File: src/rtl/vector_feeder.sv
// vector_feeder
// Upstream sequencer for the 8x8 dot-product MAC stage. Two LEN-element
// operand buffers (A, B) are loaded through a simple write port while idle.
// On go the block pulses start, waits for the MAC to go busy, streams the
// element pairs (honouring hold bubbles), then waits for the MAC to drop busy
// and captures its result. A watchdog bounds the two handshake waits and
// sticky error flags record dropped writes and timeouts.
//
// Ports:
//   clk, reset        clock, asynchronous active-high reset
//   wr_en/wr_sel      buffer write strobe, 0 = A, 1 = B
//   wr_addr/wr_data   element index / value
//   go                launch request (ignored outside IDLE)
//   hold              insert a bubble while streaming
//   mac_busy          MAC busy flag
//   mac_result        MAC result
//   start             one-cycle start pulse to the MAC
//   a, b, valid       element pair to the MAC and its qualifier
//   result_out        captured dot product
//   result_valid      one-cycle pulse when result_out updates
//   feeder_busy       high in any state other than IDLE
//   error             sticky: bit0 write dropped while busy, bit1 timeout
module vector_feeder #(
    parameter int DATA_W  = 8,
    parameter int LEN     = 5,
    parameter int IDX_W   = 3,
    parameter int RES_W   = 16,
    parameter int TIMEOUT = 15
) (
    input  logic              clk,
    input  logic              reset,
    input  logic              wr_en,
    input  logic              wr_sel,
    input  logic [IDX_W-1:0]  wr_addr,
    input  logic [DATA_W-1:0] wr_data,
    input  logic              go,
    input  logic              hold,
    input  logic              mac_busy,
    input  logic [RES_W-1:0]  mac_result,
    output logic              start,
    output logic [DATA_W-1:0] a,
    output logic [DATA_W-1:0] b,
    output logic              valid,
    output logic [RES_W-1:0]  result_out,
    output logic              result_valid,
    output logic              feeder_busy,
    output logic [1:0]        error
);

    localparam int TMR_W = $clog2(TIMEOUT + 1);
    localparam logic [IDX_W-1:0] LAST_IDX = IDX_W'(LEN - 1);
    localparam logic [IDX_W:0]   LEN_L    = (IDX_W + 1)'(LEN);
    // Timer starts at 0 on entry, so TIMEOUT waiting cycles end at TIMEOUT-1.
    localparam logic [TMR_W-1:0] TMR_LAST = TMR_W'(TIMEOUT - 1);

    typedef enum logic [1:0] {
        ST_IDLE      = 2'd0,
        ST_WAIT_BUSY = 2'd1,
        ST_STREAM    = 2'd2,
        ST_DRAIN     = 2'd3
    } state_t;

    state_t             state_r, state_next_s;
    logic               start_r, start_next_s;
    logic               valid_r, valid_next_s;
    logic [DATA_W-1:0]  a_r, a_next_s;
    logic [DATA_W-1:0]  b_r, b_next_s;
    logic [RES_W-1:0]   result_r, result_next_s;
    logic               result_valid_r, result_valid_next_s;
    logic               feeder_busy_r;
    logic [1:0]         error_r, error_next_s, error_base_s;
    logic [IDX_W-1:0]   idx_r, idx_next_s;
    logic [TMR_W-1:0]   timer_r, timer_next_s;
    logic               timeout_hit_s;
    logic               wr_drop_s;
    logic               wr_accept_s;

    logic [DATA_W-1:0]  buf_a_r [LEN];
    logic [DATA_W-1:0]  buf_b_r [LEN];

    // Next-state and next-output logic for the sequencer.
    always_comb begin
        state_next_s        = state_r;
        start_next_s        = 1'b0;
        valid_next_s        = 1'b0;
        a_next_s            = a_r;
        b_next_s            = b_r;
        result_next_s       = result_r;
        result_valid_next_s = 1'b0;
        error_base_s        = error_r;
        idx_next_s          = idx_r;
        timer_next_s        = timer_r;
        timeout_hit_s       = 1'b0;
        wr_accept_s         = 1'b0;

        case (state_r)
            ST_IDLE: begin
                if (go) begin
                    start_next_s = 1'b1;
                    error_base_s = 2'b00;
                    timer_next_s = {TMR_W{1'b0}};
                    state_next_s = ST_WAIT_BUSY;
                end else begin
                    state_next_s = ST_IDLE;
                end
                // Out-of-range addresses are silently ignored.
                if (wr_en && ({1'b0, wr_addr} < LEN_L)) begin
                    wr_accept_s = 1'b1;
                end else begin
                    wr_accept_s = 1'b0;
                end
            end
            ST_WAIT_BUSY: begin
                if (mac_busy) begin
                    idx_next_s   = {IDX_W{1'b0}};
                    state_next_s = ST_STREAM;
                end else if (timer_r == TMR_LAST) begin
                    timeout_hit_s = 1'b1;
                    state_next_s  = ST_IDLE;
                end else begin
                    timer_next_s = timer_r + TMR_W'(1);
                end
            end
            ST_STREAM: begin
                if (!hold) begin
                    valid_next_s = 1'b1;
                    a_next_s     = buf_a_r[idx_r];
                    b_next_s     = buf_b_r[idx_r];
                    idx_next_s   = idx_r + IDX_W'(1);
                    if (idx_r == LAST_IDX) begin
                        state_next_s = ST_DRAIN;
                        timer_next_s = {TMR_W{1'b0}};
                    end else begin
                        state_next_s = ST_STREAM;
                    end
                end else begin
                    valid_next_s = 1'b0;
                end
            end
            ST_DRAIN: begin
                if (!mac_busy) begin
                    result_next_s       = mac_result;
                    result_valid_next_s = 1'b1;
                    state_next_s        = ST_IDLE;
                end else if (timer_r == TMR_LAST) begin
                    timeout_hit_s = 1'b1;
                    state_next_s  = ST_IDLE;
                end else begin
                    timer_next_s = timer_r + TMR_W'(1);
                end
            end
            default: begin
                state_next_s = ST_IDLE;
            end
        endcase

        wr_drop_s    = wr_en && (state_r != ST_IDLE);
        error_next_s = error_base_s | {timeout_hit_s, wr_drop_s};
    end

    // Sequencer state and registered outputs.
    always_ff @(posedge clk or posedge reset) begin
        if (reset) begin
            state_r        <= ST_IDLE;
            start_r        <= 1'b0;
            valid_r        <= 1'b0;
            a_r            <= {DATA_W{1'b0}};
            b_r            <= {DATA_W{1'b0}};
            result_r       <= {RES_W{1'b0}};
            result_valid_r <= 1'b0;
            feeder_busy_r  <= 1'b0;
            error_r        <= 2'b00;
            idx_r          <= {IDX_W{1'b0}};
            timer_r        <= {TMR_W{1'b0}};
        end else begin
            state_r        <= state_next_s;
            start_r        <= start_next_s;
            valid_r        <= valid_next_s;
            a_r            <= a_next_s;
            b_r            <= b_next_s;
            result_r       <= result_next_s;
            result_valid_r <= result_valid_next_s;
            feeder_busy_r  <= (state_next_s != ST_IDLE);
            error_r        <= error_next_s;
            idx_r          <= idx_next_s;
            timer_r        <= timer_next_s;
        end
    end

    // Operand buffers; a write in the same cycle as go lands before streaming.
    always_ff @(posedge clk or posedge reset) begin
        if (reset) begin
            for (int i = 0; i < LEN; i++) begin
                buf_a_r[i] <= {DATA_W{1'b0}};
                buf_b_r[i] <= {DATA_W{1'b0}};
            end
        end else if (wr_accept_s) begin
            if (wr_sel) begin
                buf_b_r[wr_addr] <= wr_data;
            end else begin
                buf_a_r[wr_addr] <= wr_data;
            end
        end
    end

    assign start        = start_r;
    assign a            = a_r;
    assign b            = b_r;
    assign valid        = valid_r;
    assign result_out   = result_r;
    assign result_valid = result_valid_r;
    assign feeder_busy  = feeder_busy_r;
    assign error        = error_r;

endmodule

File: config.mk
export PLATFORM = sky130hd
export DESIGN_NAME = vector_feeder
export DESIGN_NICKNAME = d
export VERILOG_FILES = /design/src/rtl/vector_feeder.sv
export SDC_FILE = /design/constraint.sdc
export NUM_CORES = 1
export LEC_CHECK = 0
export ABC_AREA = 1
export CORE_MARGIN = 3
export CORE_UTILIZATION = 50
export CTS_CLUSTER_DIAMETER = 150
export CTS_CLUSTER_SIZE = 40
export DETAILED_ROUTE_END_ITERATION = 12
export GPL_ROUTABILITY_DRIVEN = 0
export MAX_ROUTING_LAYER = met4
export PLACE_DENSITY = 0.72
export SLEW_MARGIN = 10
export SYNTH_ARGS = -nofsm -noshare
export SYNTH_HDL_FRONTEND = slang
export SYNTH_SLANG_ARGS = --single-unit
export TNS_END_PERCENT = 1
File: constraint.sdc
create_clock -name clk -period 6.3 [get_ports clk]
set_clock_uncertainty 0.2 [all_clocks]
set_input_delay 0.63 -clock clk [delete_from_list [all_inputs] [get_ports clk]]
set_output_delay 0.63 -clock clk [all_outputs]
set_load 0.01 [all_outputs]
# After elaboration in Yosys (flattened, before gate mapping)
# Cells that the tools add are included.
word_totals:
  ff_bits: 127
  latchBits: 0
  ramBits: 0
  mem_bits_ro: 0
  inputBits: 34
  output_inout_bits: 38
  wordCells: 98
  memories: 0
op_classes:
  add_sub_neg: 2
  n_mul: 0
  div: 0
  order_cmp: 4
  n_eq_ne: 11
  n_shift: 0
  mux: 41
  bitwise_logic: 6
  reduce_logical: 13
op_table:
  columns: ["operator", "n"]
  rows:
  - ["40-bit bitwise mux", 2]
  - ["8-bit binary-select mux with 3-bit select", 2]
  - ["8-bit two-way mux", 5]
  - ["8-bit demux with 3-bit select", 1]
  - ["4-bit two-way mux", 6]
  - ["4-bit case mux with 4 select lines", 1]
  - ["1-bit two-way mux", 13]
  - ["2-bit two-way mux", 6]
  - ["2-bit inequality test, second input constant", 6]
  - ["4-bit greater-or-equal comparator, second input constant", 2]
  - ["3-bit NOT with 4-bit output", 2]
  - ["2-bit case mux with 4 select lines", 1]
  - ["2-bit AND reduction", 4]
  - ["3-bit two-way mux", 2]
  - ["3-bit case mux with 2 select lines", 1]
  - ["2-bit nonzero test", 3]
  - ["5-bit AND reduction", 1]
  - ["4-bit by 1-bit adder with 4-bit output, second input constant", 1]
  - ["2-bit == test, second input constant", 2]
  - ["4-bit == test, second input constant", 1]
  - ["4-bit by 1-bit < comparator with 1-bit output, second input constant", 1]
  - ["3-bit by 1-bit adder with 3-bit output, second input constant", 1]
  - ["3-bit == test, second input constant", 1]
  - ["1-bit logical AND", 3]
  - ["other kinds (7)", 9]

# Longest topological paths before layout
# Gate-level depths: netlist (run 1).
depth:
  ltp_word: 6
  depth_mapped: 11
  mapped_depth_nobuf: 9

# Least setup slack after synthesis (run 1)
# Ideal clock, no wire load.
synth_path:
  path_kind: "in2reg"
  from: "in wr_addr[1]"
  to: "reg buf_b_r[0] (netlist name)"
  setup_time_ps: 117
  arrival_ps: 1533
  required_ps: 5983
  slack_ps: 4449
  path_stages: 8
  n_path_buf: 2
  cell_sequence: "buf_4 nor2_1 nor2_1 nor2_4 buf_6 nand3_2 nand2_1 nand2_1"
synth_between:
  elab_chain_cells: 6
  elab_cells_between_ends: 12
  cone_classes: "3 x order compare; 5 x mux; 1 x bitwise; 3 x reduce/logical"
synth_lines:
  columns: ["element", "line_no", "rtl"]
  rows:
  - ["from (decl)", "34", "input logic [IDX_W-1:0] wr_addr,"]
  - ["3-bit NOT with 4-bit output (implied by the code)", "199", "buf_b_r[wr_addr] <= wr_data;"]
  - ["4-bit greater-or-equal comparator (implied by the code) / 4-bit by 1-bit < comparator with 1-bit output (equally long branches)", "199", null]
  - ["1-bit logical AND (implied by the code)", "199", null]
  - ["8-bit two-way mux (implied by the code)", "199", null]
  - ["8-bit demux with 3-bit select", "199", null]
  - ["40-bit bitwise mux", "199", null]
  - ["to (signal, indexed assignment)", "195", "buf_b_r[i] <= {DATA_W{1'b0}};"]
  - ["to (signal, indexed assignment)", "199", null]
  - ["to (decl)", "79", "logic [DATA_W-1:0] buf_b_r [LEN];"]
# Parallel ways exist; a longest one is shown, timed or not.
# A chain may end at the register's enable or synchronous reset.

# Final worst setup path (run 1)
layout_path:
  from: "reg idx_r[1]"
  to: "reg timer_r[3]"
layout_between:
  elab_chain_cells: 3
layout_lines:
  columns: ["element", "line_no", "rtl"]
  rows:
  - ["from (decl)", "72", "logic [IDX_W-1:0] idx_r, idx_next_s;"]
  - ["from (signal assigned)", "173", "idx_r <= {IDX_W{1'b0}};"]
  - ["from (signal assigned)", "185", "idx_r <= idx_next_s;"]
  - ["3-bit == test", "130", "if (idx_r == LAST_IDX) begin"]
  - ["2-bit inequality test (no line)", null, null]
  - ["5-bit AND reduction (no line)", null, null]
  - ["to (signal assigned)", "174", "timer_r <= {TMR_W{1'b0}};"]
  - ["to (signal assigned)", "186", "timer_r <= timer_next_s;"]
  - ["to (decl)", "73", "logic [TMR_W-1:0] timer_r, timer_next_s;"]
# No other way between the ends.

==> flow_metrics.env, run 1 <==
export IMPL_synth_fa_ha_area_share_pct=0.768
export IMPL_die_w_um=120
export IMPL_r2r_start="idx_r[1]$_DFFE_PP0P_"
export IMPL_dpl_cell_area_um2=7200
export IMPL_clockBufferDepth=2
export IMPL_slew_headroom_pct=38.6
export IMPL_hold_depth=2
export IMPL_nNetsFinal=944
export IMPL_dp_hpwl_um=9590
export IMPL_cts_buffers_inserted=17
export IMPL_synthMuxAreaShare_pct=0
export IMPL_multi_input_area_um2=2610
export IMPL_fill_cells=1203
export IMPL_grt_setup_unrepaired="no"
export IMPL_arrival_ns=2.89
export IMPL_viasPerCell=5.10
export IMPL_drv_slew=0
export IMPL_critPathLaunchType="flop"
export IMPL_seqCellArea_um2=3180
export IMPL_dp_cells=1059
export IMPL_ios=72
export IMPL_netlist_area_um2=6520
export IMPL_clock_latency_ns=0.42
export IMPL_num_antenna_cells=0
export IMPL_synth_nets=899
export IMPL_first_iter_violations=580
export IMPL_hold_buffers=0
export IMPL_critPathKind="reg -> reg"
export IMPL_finalSetupViolations=0
export IMPL_drt_wl_total_um=15500
export IMPL_synthArstFlopShare_pct=100
export IMPL_cts_tree="yes"
export IMPL_yosys_warnings=0
export IMPL_synthSimpleGateAreaFrac_pct=37.5
export IMPL_placementRows=41
export IMPL_grt_pass1_vias=5073
export IMPL_yosys_top_cells_area="dfrtp_1, nand2_1, nand4_1, inv_1, nand3_1"
export IMPL_finalNonFillerCells=1089
export IMPL_synth_edff_count=0
export IMPL_routedWlPerCell_um=14.2
export IMPL_grt_ovfl_total=0
export IMPL_status="finished clean"
export IMPL_syn_area_per_cell_um2=7.57
export IMPL_worstSetupStartpoint="idx_r[1]$_DFFE_PP0P_"
export IMPL_post_cts_buffers=0
export IMPL_syn2layout_area_growth_pct=19.5
export IMPL_worst_slack_ns=3.56
export IMPL_critPathMaxFanout=19
export IMPL_core_area_um2=12700
export IMPL_period_share_pct=43.4
export IMPL_ctsHtreeMaxLevel=4
export IMPL_grt_total_usage_pct=23.3
export IMPL_clockRootBuffer="clkbuf_16"
export IMPL_remaining_drc_errors=0
export IMPL_synth_top_area_share_pct=48.8
export IMPL_grt_pass1_wl_um=25800
export IMPL_p_leak_uw=0.00405
export IMPL_antenna_left=0
export IMPL_crit_required_ns=6.45
export IMPL_final_util_pct=61.5
export IMPL_drv_cap=0
export IMPL_synth_commonest_cells="nand2_1, dfrtp_1, inv_1"
export IMPL_synth_seq_cells=127
export IMPL_hp_class="reg -> reg"
export IMPL_vias=5553
export IMPL_setup_tns_ns=0
export IMPL_hold_viol_final=0
export IMPL_dpl_worst_slack_ns=3.28
export IMPL_antenna_found_initial=0
export IMPL_clock_fmax_mhz=365
export IMPL_cts_clk_slew_worst_paths_ns=0.05
export IMPL_port_buffers=71
export IMPL_fp_dieArea_um2=14400
export IMPL_ys_types=23
export IMPL_grt_max_degree=75
export IMPL_hp_start="buf_b_r[25]$_DFFE_PP0P_"
export IMPL_synth_most_common_cell="nand2_1"
export IMPL_critPathCaptureType="flop"
export IMPL_firstDrtPassIters=5
export IMPL_layout_min_cycle_time_ns=2.74
export IMPL_ir_worst_vdd_mv=0.206
export IMPL_synth_main_ff_cell="dfrtp_1"
export IMPL_synth_xor_area_share_pct=0
export IMPL_yosys_area_top_type="dfrtp_1"
export IMPL_initial_utilization_pct=51.4
export IMPL_cts_resized_gates=0
export IMPL_drive_gt1_share_pct=7.42
export IMPL_synth_compound_gate_area_share_pct=1.84
export IMPL_synthCells=861
export IMPL_power_density_nw_per_um2=441
export IMPL_clock_sinks=127
export IMPL_r2r_cells=9
export IMPL_synth_top_family_by_area="simple AND/OR/NAND/NOR gates"
export IMPL_ys_seq_area_share_pct=48.8
export IMPL_die_h_um=120
export IMPL_fin_area_um2=7790
export IMPL_tightestPinTransition_ns=0.921
final timing paths:
check	endpoint	slack (ns)
min reg2reg	buf_b_r[25]$_DFFE_PP0P_	0.27
max reg2reg	timer_r[3]$_DFFE_PP0P_	3.56
min	buf_b_r[25]$_DFFE_PP0P_	0.27
max	timer_r[3]$_DFFE_PP0P_	3.56
min in group asynchronous	result_out[1]$_DFFE_PP0P_	0.56
max in group asynchronous	a[5]$_DFFE_PP0P_	4.10
per-stage QoR:
| step | power, uW | hold WS [ns] |
|---|---|---|
| 4_1_cts | 3450 | 0.271 |
| 3_5_place_dp | 2450 | 0.258 |
| 3_3_place_gp | 2430 | 0.253 |
| 6_report | 3440 | 0.267 |
| 5_1_grt | 3690 | 0.284 |
| 2_1_floorplan | 2030 | 0.242 |
sequential cells by signal, summed over array words and instances, names as in the netlist:
register,flops
buf_b_r,40
state_r,2
error,2
feeder_busy,1
result_valid,1
b,8
idx_r,3
valid,1
a,8
result_out,16
timer_r,4
start,1
buf_a_r,40
power by group:
group | internal (uW) | switching [uW] | total [uW]
Combinational | 503 | 683 | 1190
Clock | 646 | 343 | 989
Sequential | 1090 | 171 | 1260
cell usage in the layout (no fill, tap or decap), types with 5 or more instances in the layout:
cell type	count
a21oi_1	19
inv_1	106
dfrtp_1	127
buf_4	7
nand4_1	82
clkbuf_16	17
o21ai_0	5
nand3_1	48
nor3_4	5
clkdlybuf4s50_1	71
nor2_1	45
nand2_1	333
or2_2	17
layer usage:
metal	share of wire [%]	routed length (um)	global-route usage [%]
met1	49	7520	35.3
met2	43	6710	31.5
met3	6.6	1030	4.86
met4	1.3	201	7.16
met5	0	0	-
final cells by class:
| type | count | share of cell area (%) |
|---|---|---|
| clock buffer | 23 | 6.14 |
| clock inverter | 7 | 1.41 |
| inverter | 115 | 5.57 |
| multi-input combinational | 567 | 33.5 |
| sequential | 127 | 40.8 |
| tap | 172 | 2.76 |
| timing repair buffer | 78 | 9.80 |
critical path: stages (launching register included):
cell	delay, ns
dfrtp_1	0.74
clkinv_1	0.74
ha_1	0.44
nand2_1	0.08
nor2_1	0.04
nor2_1	0.09
nor2_1	0.05
nand2_1	0.15
nand2_1	0.08
nand2_1	0.05
cells by family after synthesis:
family | after synthesis
adder cells (fa/ha/maj) | 4
buffers and inverters | 167
AND/OR/NAND/NOR | 539
flip-flops | 127
AO/OA/AOI/OAI | 24
(Power assumes the default switching activity.)
==> run 2: changes to the inputs <==
- PLACE_DENSITY: 0.72 -> 0.75
- clock period: 6.3 -> 2.4 ns (I/O delays scaled with it)
==> flow_metrics.env, run 2 (synthesis results as in run 1) <==
export IMPL_status="finished clean"
export IMPL_ir_worst_vdd_mv=0.604
export IMPL_clock_sinks=127
export IMPL_routedWlPerCell_um=14.8
export IMPL_dpl_cell_area_um2=7430
export IMPL_viasPerCell=5.14
export IMPL_crit_required_ns=2.51
export IMPL_fin_area_um2=8060
export IMPL_finalSetupViolations=0
export IMPL_drv_cap=0
export IMPL_finalNonFillerCells=1116
export IMPL_clock_fmax_mhz=466
export IMPL_first_iter_violations=579
export IMPL_critPathMaxFanout=17
export IMPL_p_leak_uw=0.00417
export IMPL_setup_tns_ns=0
export IMPL_pwr_share_clk_pct=28.1
export IMPL_p_int_uw=5910
export IMPL_pwr_share_seq_pct=35.4
export IMPL_cts_clk_slew_worst_paths_ns=0.06
export IMPL_grt_setup_unrepaired="no"
export IMPL_die_w_um=120
export IMPL_die_h_um=120
export IMPL_critPathKind="reg -> reg"
export IMPL_grt_max_degree=46
export IMPL_fp_dieArea_um2=14400
export IMPL_drt_wl_total_um=16500
export IMPL_slew_headroom_pct=53.5
export IMPL_clockRootBuffer="clkbuf_16"
export IMPL_hp_class="in -> reg"
export IMPL_final_common_cell="nand2_1"
export IMPL_num_antenna_cells=0
export IMPL_ios=72
export IMPL_initial_utilization_pct=51.4
export IMPL_critPathSlowestCell="nor2_4"
export IMPL_swShare_pct=35.7
export IMPL_clockBufferDepth=2
export IMPL_antenna_left=0
export IMPL_ctsHtreeMaxLevel=4
export IMPL_cts_tree="yes"
export IMPL_cp_common_cell="nand2_1"
export IMPL_syn2layout_area_growth_pct=23.6
export IMPL_crit_chain="nor2_4 > nand2_1 > nor2_4 > buf_4 > nand3_2 > nand2_1 > nand2_1"
export IMPL_dp_cells=1081
export IMPL_critPathLaunchType="flop"
export IMPL_layout_min_cycle_time_ns=2.15
export IMPL_vias=5737
export IMPL_remaining_drc_errors=0
export IMPL_seqCellArea_um2=3180
export IMPL_crit_family="simple AND/OR/NAND/NOR gates"
export IMPL_final_util_pct=63.6
export IMPL_hold_viol_final=0
export IMPL_drive_gt1_share_pct=10.3
export IMPL_arrival_ns=2.25
export IMPL_power_density_nw_per_um2=1140
export IMPL_tightestPinTransition_ns=0.694
export IMPL_port_buffers=71
export IMPL_cts_buffers_inserted=17
export IMPL_critPathCaptureType="flop"
export IMPL_firstDrtPassIters=5
export IMPL_nNetsFinal=969
export IMPL_dp_hpwl_um=10500
export IMPL_grt_ovfl_total=0
export IMPL_clock_latency_ns=0.42
export IMPL_combPwrFrac_pct=36.5
export IMPL_switchingPower_uw=3280
export IMPL_multi_input_area_um2=2630
export IMPL_core_area_um2=12700
export IMPL_antenna_found_initial=0
export IMPL_slowest_delay_ns=0.44
export IMPL_grt_total_usage_pct=24.3
export IMPL_mostFrequentLayoutCells="nand2_1, dfrtp_1, inv_1"
export IMPL_grt_pass1_wl_um=27200
export IMPL_placementRows=41
export IMPL_grt_pass1_vias=5420
export IMPL_worst_path_buf_inv=1
export IMPL_drv_slew=0
export IMPL_fill_cells=1125
export IMPL_period_share_pct=89.4
==> run 2: cell types whose count changed in the layout (fill, tap and decap cells not counted) <==
cell           delta
buf_12            +5
buf_4            +17
clkbuf_1          -3
clkbuf_8          -3
clkinv_4          +1
clkinvlp_4        +8
dlygate4sd3_1     +1
inv_4             -1
nor2_2            +1
nor2_4            +1
==> run 2: power groups by stage <==
stage	clock [uW]	sequential (uW)	combinational [uW]
5_1_grt	2720	3360	3780
4_1_cts	2610	3260	3340
3_5_place_dp	0	3280	3300
6_report	2580	3260	3350
3_3_place_gp	0	3260	3240
2_1_floorplan	0	3360	1970
==> run 2: worst reg2reg max path: cells and delay by family (launching register included) <==
family / cells / cell delay (ns)
buf+inv: 1 / 0.30
flops: 1 / 0.40
simple gates: 6 / 1.14
==> run 2: layout make-up <==
cell class / count / share of cell area [%]
flip-flops and latches: 127 / 39.5
multi-input cells: 569 / 32.6
repair buffers: 101 / 12.4
inverters: 115 / 5.41
clock buffers: 17 / 5.28
well taps: 172 / 2.67
clock inverters: 15 / 2.13
==> run 2: per-stage QoR <==
| stage | setup WS, ns | power [uW] | hold WS [ns] |
|---|---|---|---|
| 5_1_grt | 0.104 | 9860 | 0.161 |
| 3_3_place_gp | -0.489 | 6500 | 0.253 |
| 4_1_cts | 0.100 | 9210 | 0.148 |
| 6_report | 0.253 | 9190 | 0.157 |
| 2_1_floorplan | 0.393 | 5320 | 0.150 |
| 3_5_place_dp | -0.501 | 6580 | 0.258 |
==> run 2: path summary, 6_finish.rpt <==
kind	startpoint	to	slack, ns	cells past startpoint
max	state_r[1]$_DFF_PP0_	buf_b_r[0]$_DFFE_PP0P_	0.25	7
min	mac_result[9]	result_out[9]$_DFFE_PP0P_	0.16	3
max reg2reg	state_r[1]$_DFF_PP0_	buf_b_r[0]$_DFFE_PP0P_	0.25	7
min reg2reg	buf_b_r[19]$_DFFE_PP0P_	buf_b_r[19]$_DFFE_PP0P_	0.27	2
max in group asynchronous	reset	buf_b_r[35]$_DFFE_PP0P_	0.89	4
min in group asynchronous	reset	result_out[9]$_DFFE_PP0P_	0.54	3
==> run 2: timing repair <==
action,in CTS,in global routing
resized for setup,0,1
endpoints found under the hold margin,15,0
hold buffers,1,0
setup endpoints to repair,80,22
pin swaps,1,1
setup buffers,0,0
cloned,1,1
==> run 2: per-layer routing <==
layer / vias to the layer above / part of all wire, % / GRT usage (%) / wire, um
li1: 2854 / - / - / -
met1: 2640 / 45 / 35.1 / 7500
met2: 212 / 44 / 34.8 / 7300
met3: 31 / 8.3 / 4.68 / 1380
met4: 0 / 2.0 / 8.30 / 334
met5: - / 0 / - / 0
==> run 3: changes to the inputs <==
- CTS_CLUSTER_DIAMETER: 150 -> not set
- SKIP_LAST_GASP: not set -> 1
==> flow_metrics.env, run 3 (synthesis results as in run 1) <==
export IMPL_vias=5741
export IMPL_grt_max_degree=46
export IMPL_crit_chain="nor2_4 > nand2_1 > nor2_2 > nand4_1 > nand2_1"
export IMPL_status="finished clean"
export IMPL_grt_setup_unrepaired="yes"
export IMPL_drv_slew=0
export IMPL_cts_tree="yes"
export IMPL_power_density_nw_per_um2=1140
export IMPL_clockBufferDepth=2
export IMPL_antenna_left=0
export IMPL_routedWlPerCell_um=14.8
export IMPL_final_common_cell="nand2_1"
export IMPL_period_share_pct=93.4
export IMPL_ir_worst_vdd_mv=0.604
export IMPL_drv_cap=0
export IMPL_grt_pass1_wl_um=27200
export IMPL_ctsHtreeMaxLevel=4
export IMPL_cts_clk_slew_worst_paths_ns=0.06
export IMPL_fin_area_um2=8050
export IMPL_hold_viol_final=0
export IMPL_total_power_uw=9190
export IMPL_mostFrequentLayoutCells="nand2_1, dfrtp_1, inv_1"
export IMPL_grt_ovfl_total=0
export IMPL_critPathCaptureType="flop"
export IMPL_die_h_um=120
export IMPL_nNetsFinal=969
export IMPL_crit_required_ns=2.55
export IMPL_initial_utilization_pct=51.4
export IMPL_worst_path_buf_inv=0
export IMPL_crit_family="simple AND/OR/NAND/NOR gates"
export IMPL_clockRootBuffer="clkbuf_16"
export IMPL_drive_gt1_share_pct=10.3
export IMPL_slowest_delay_ns=0.91
export IMPL_core_area_um2=12700
export IMPL_grt_pass1_vias=5420
export IMPL_clock_sinks=127
export IMPL_critPathMaxFanout=28
export IMPL_arrival_ns=2.39
export IMPL_layout_min_cycle_time_ns=2.24
export IMPL_setup_tns_ns=0
export IMPL_placementRows=41
export IMPL_multi_input_area_um2=2620
export IMPL_grt_total_usage_pct=24.3
export IMPL_finalSetupViolations=0
export IMPL_first_iter_violations=574
export IMPL_cp_common_cell="nand2_1"
export IMPL_tightestPinTransition_ns=1.13
export IMPL_slew_headroom_pct=24.3
export IMPL_antenna_found_initial=0
export IMPL_fp_dieArea_um2=14400
export IMPL_hp_class="in -> reg"
export IMPL_seqCellArea_um2=3180
export IMPL_post_cts_buffers=0
export IMPL_port_buffers=71
export IMPL_syn2layout_area_growth_pct=23.5
export IMPL_remaining_drc_errors=0
export IMPL_firstDrtPassIters=6
export IMPL_die_w_um=120
export IMPL_ios=72
export IMPL_drt_wl_total_um=16600
export IMPL_cts_buffers_inserted=17
export IMPL_p_leak_uw=0.00417
export IMPL_viasPerCell=5.14
export IMPL_dp_hpwl_um=10500
export IMPL_clock_latency_ns=0.42
export IMPL_cts_resized_gates=0
export IMPL_critPathKind="reg -> reg"
export IMPL_clock_fmax_mhz=446
export IMPL_hold_ws_ns=0.155
export IMPL_fill_cells=1127
export IMPL_dpl_cell_area_um2=7430
export IMPL_critPathLaunchType="flop"
export IMPL_num_antenna_cells=0
export IMPL_critPathSlowestCell="nor2_2"
==> run 3: cell types whose count changed in the layout (fill, tap and decap cells not counted) <==
cell    change
nor2_2      +1
nor2_4      -1
==> run 3: power by group <==
| part | leakage (uW) | internal [uW] | switching [uW] | total [uW] |
|---|---|---|---|---|
| sequential | 0.00167 | 2860 | 394 | 3260 |
| clock | 0.000273 | 1620 | 967 | 2590 |
| combinational | 0.00223 | 1420 | 1930 | 3350 |
==> run 3: metal layers <==
layer / vias to the layer above / share of wire, % / wire (um) / GRT usage [%]
li1: 2846 / - / - / -
met1: 2644 / 45 / 7440 / 35.1
met2: 219 / 45 / 7410 / 34.8
met3: 32 / 8.5 / 1400 / 4.68
met4: 0 / 1.9 / 319 / 8.30
met5: - / 0 / 0 / -
==> run 3: worst paths after layout <==
| path | start | to | cells past startpoint | slack, ns |
|---|---|---|---|---|
| worst max-delay path | state_r[1]$_DFF_PP0_ | buf_b_r[11]$_DFFE_PP0P_ | 5 | 0.16 |
| worst min-delay path | mac_result[9] | result_out[9]$_DFFE_PP0P_ | 3 | 0.15 |
| worst max register to register | state_r[1]$_DFF_PP0_ | buf_b_r[11]$_DFFE_PP0P_ | 5 | 0.16 |
| worst min register to register | buf_a_r[16]$_DFFE_PP0P_ | buf_a_r[16]$_DFFE_PP0P_ | 2 | 0.27 |
| max in group asynchronous | reset | buf_a_r[24]$_DFFE_PP0P_ | 4 | 0.89 |
| min in group asynchronous | reset | result_out[9]$_DFFE_PP0P_ | 3 | 0.54 |
==> run 3: through the flow <==
stage          setup slack, ns  utilization (%)  cells
2_1_floorplan            0.393                -    861
3_3_place_gp            -0.489             58.6   1081
3_5_place_dp            -0.501             58.6   1081
4_1_cts                  0.100             63.5   1115
5_1_grt                -0.0520             63.5   1116
6_report                 0.159             63.5   1116
==> run 3: timing repair <==
action / in CTS / in global routing
setup endpoints to repair: 80 / 22
pin swaps: 1 / 1
cloned: 1 / 1
endpoints found under the hold margin: 15 / 0
hold buffers: 1 / 0
==> run 3: cell type report <==
class / count / share of cell area, %
Tap cell: 172 / 2.67
Sequential cell: 127 / 39.5
Multi-Input combinational cell: 569 / 32.6
Clock buffer: 17 / 5.28
Inverter: 115 / 5.41
Timing Repair Buffer: 101 / 12.4
Clock inverter: 15 / 2.13
==> run 3: worst register-to-register path, cell delays in order (launching register included) <==
cell	delay (ns)
dfrtp_1	0.40
nor2_4	0.14
nand2_1	0.20
nor2_2	0.92
nand4_1	0.17
nand2_1	0.14
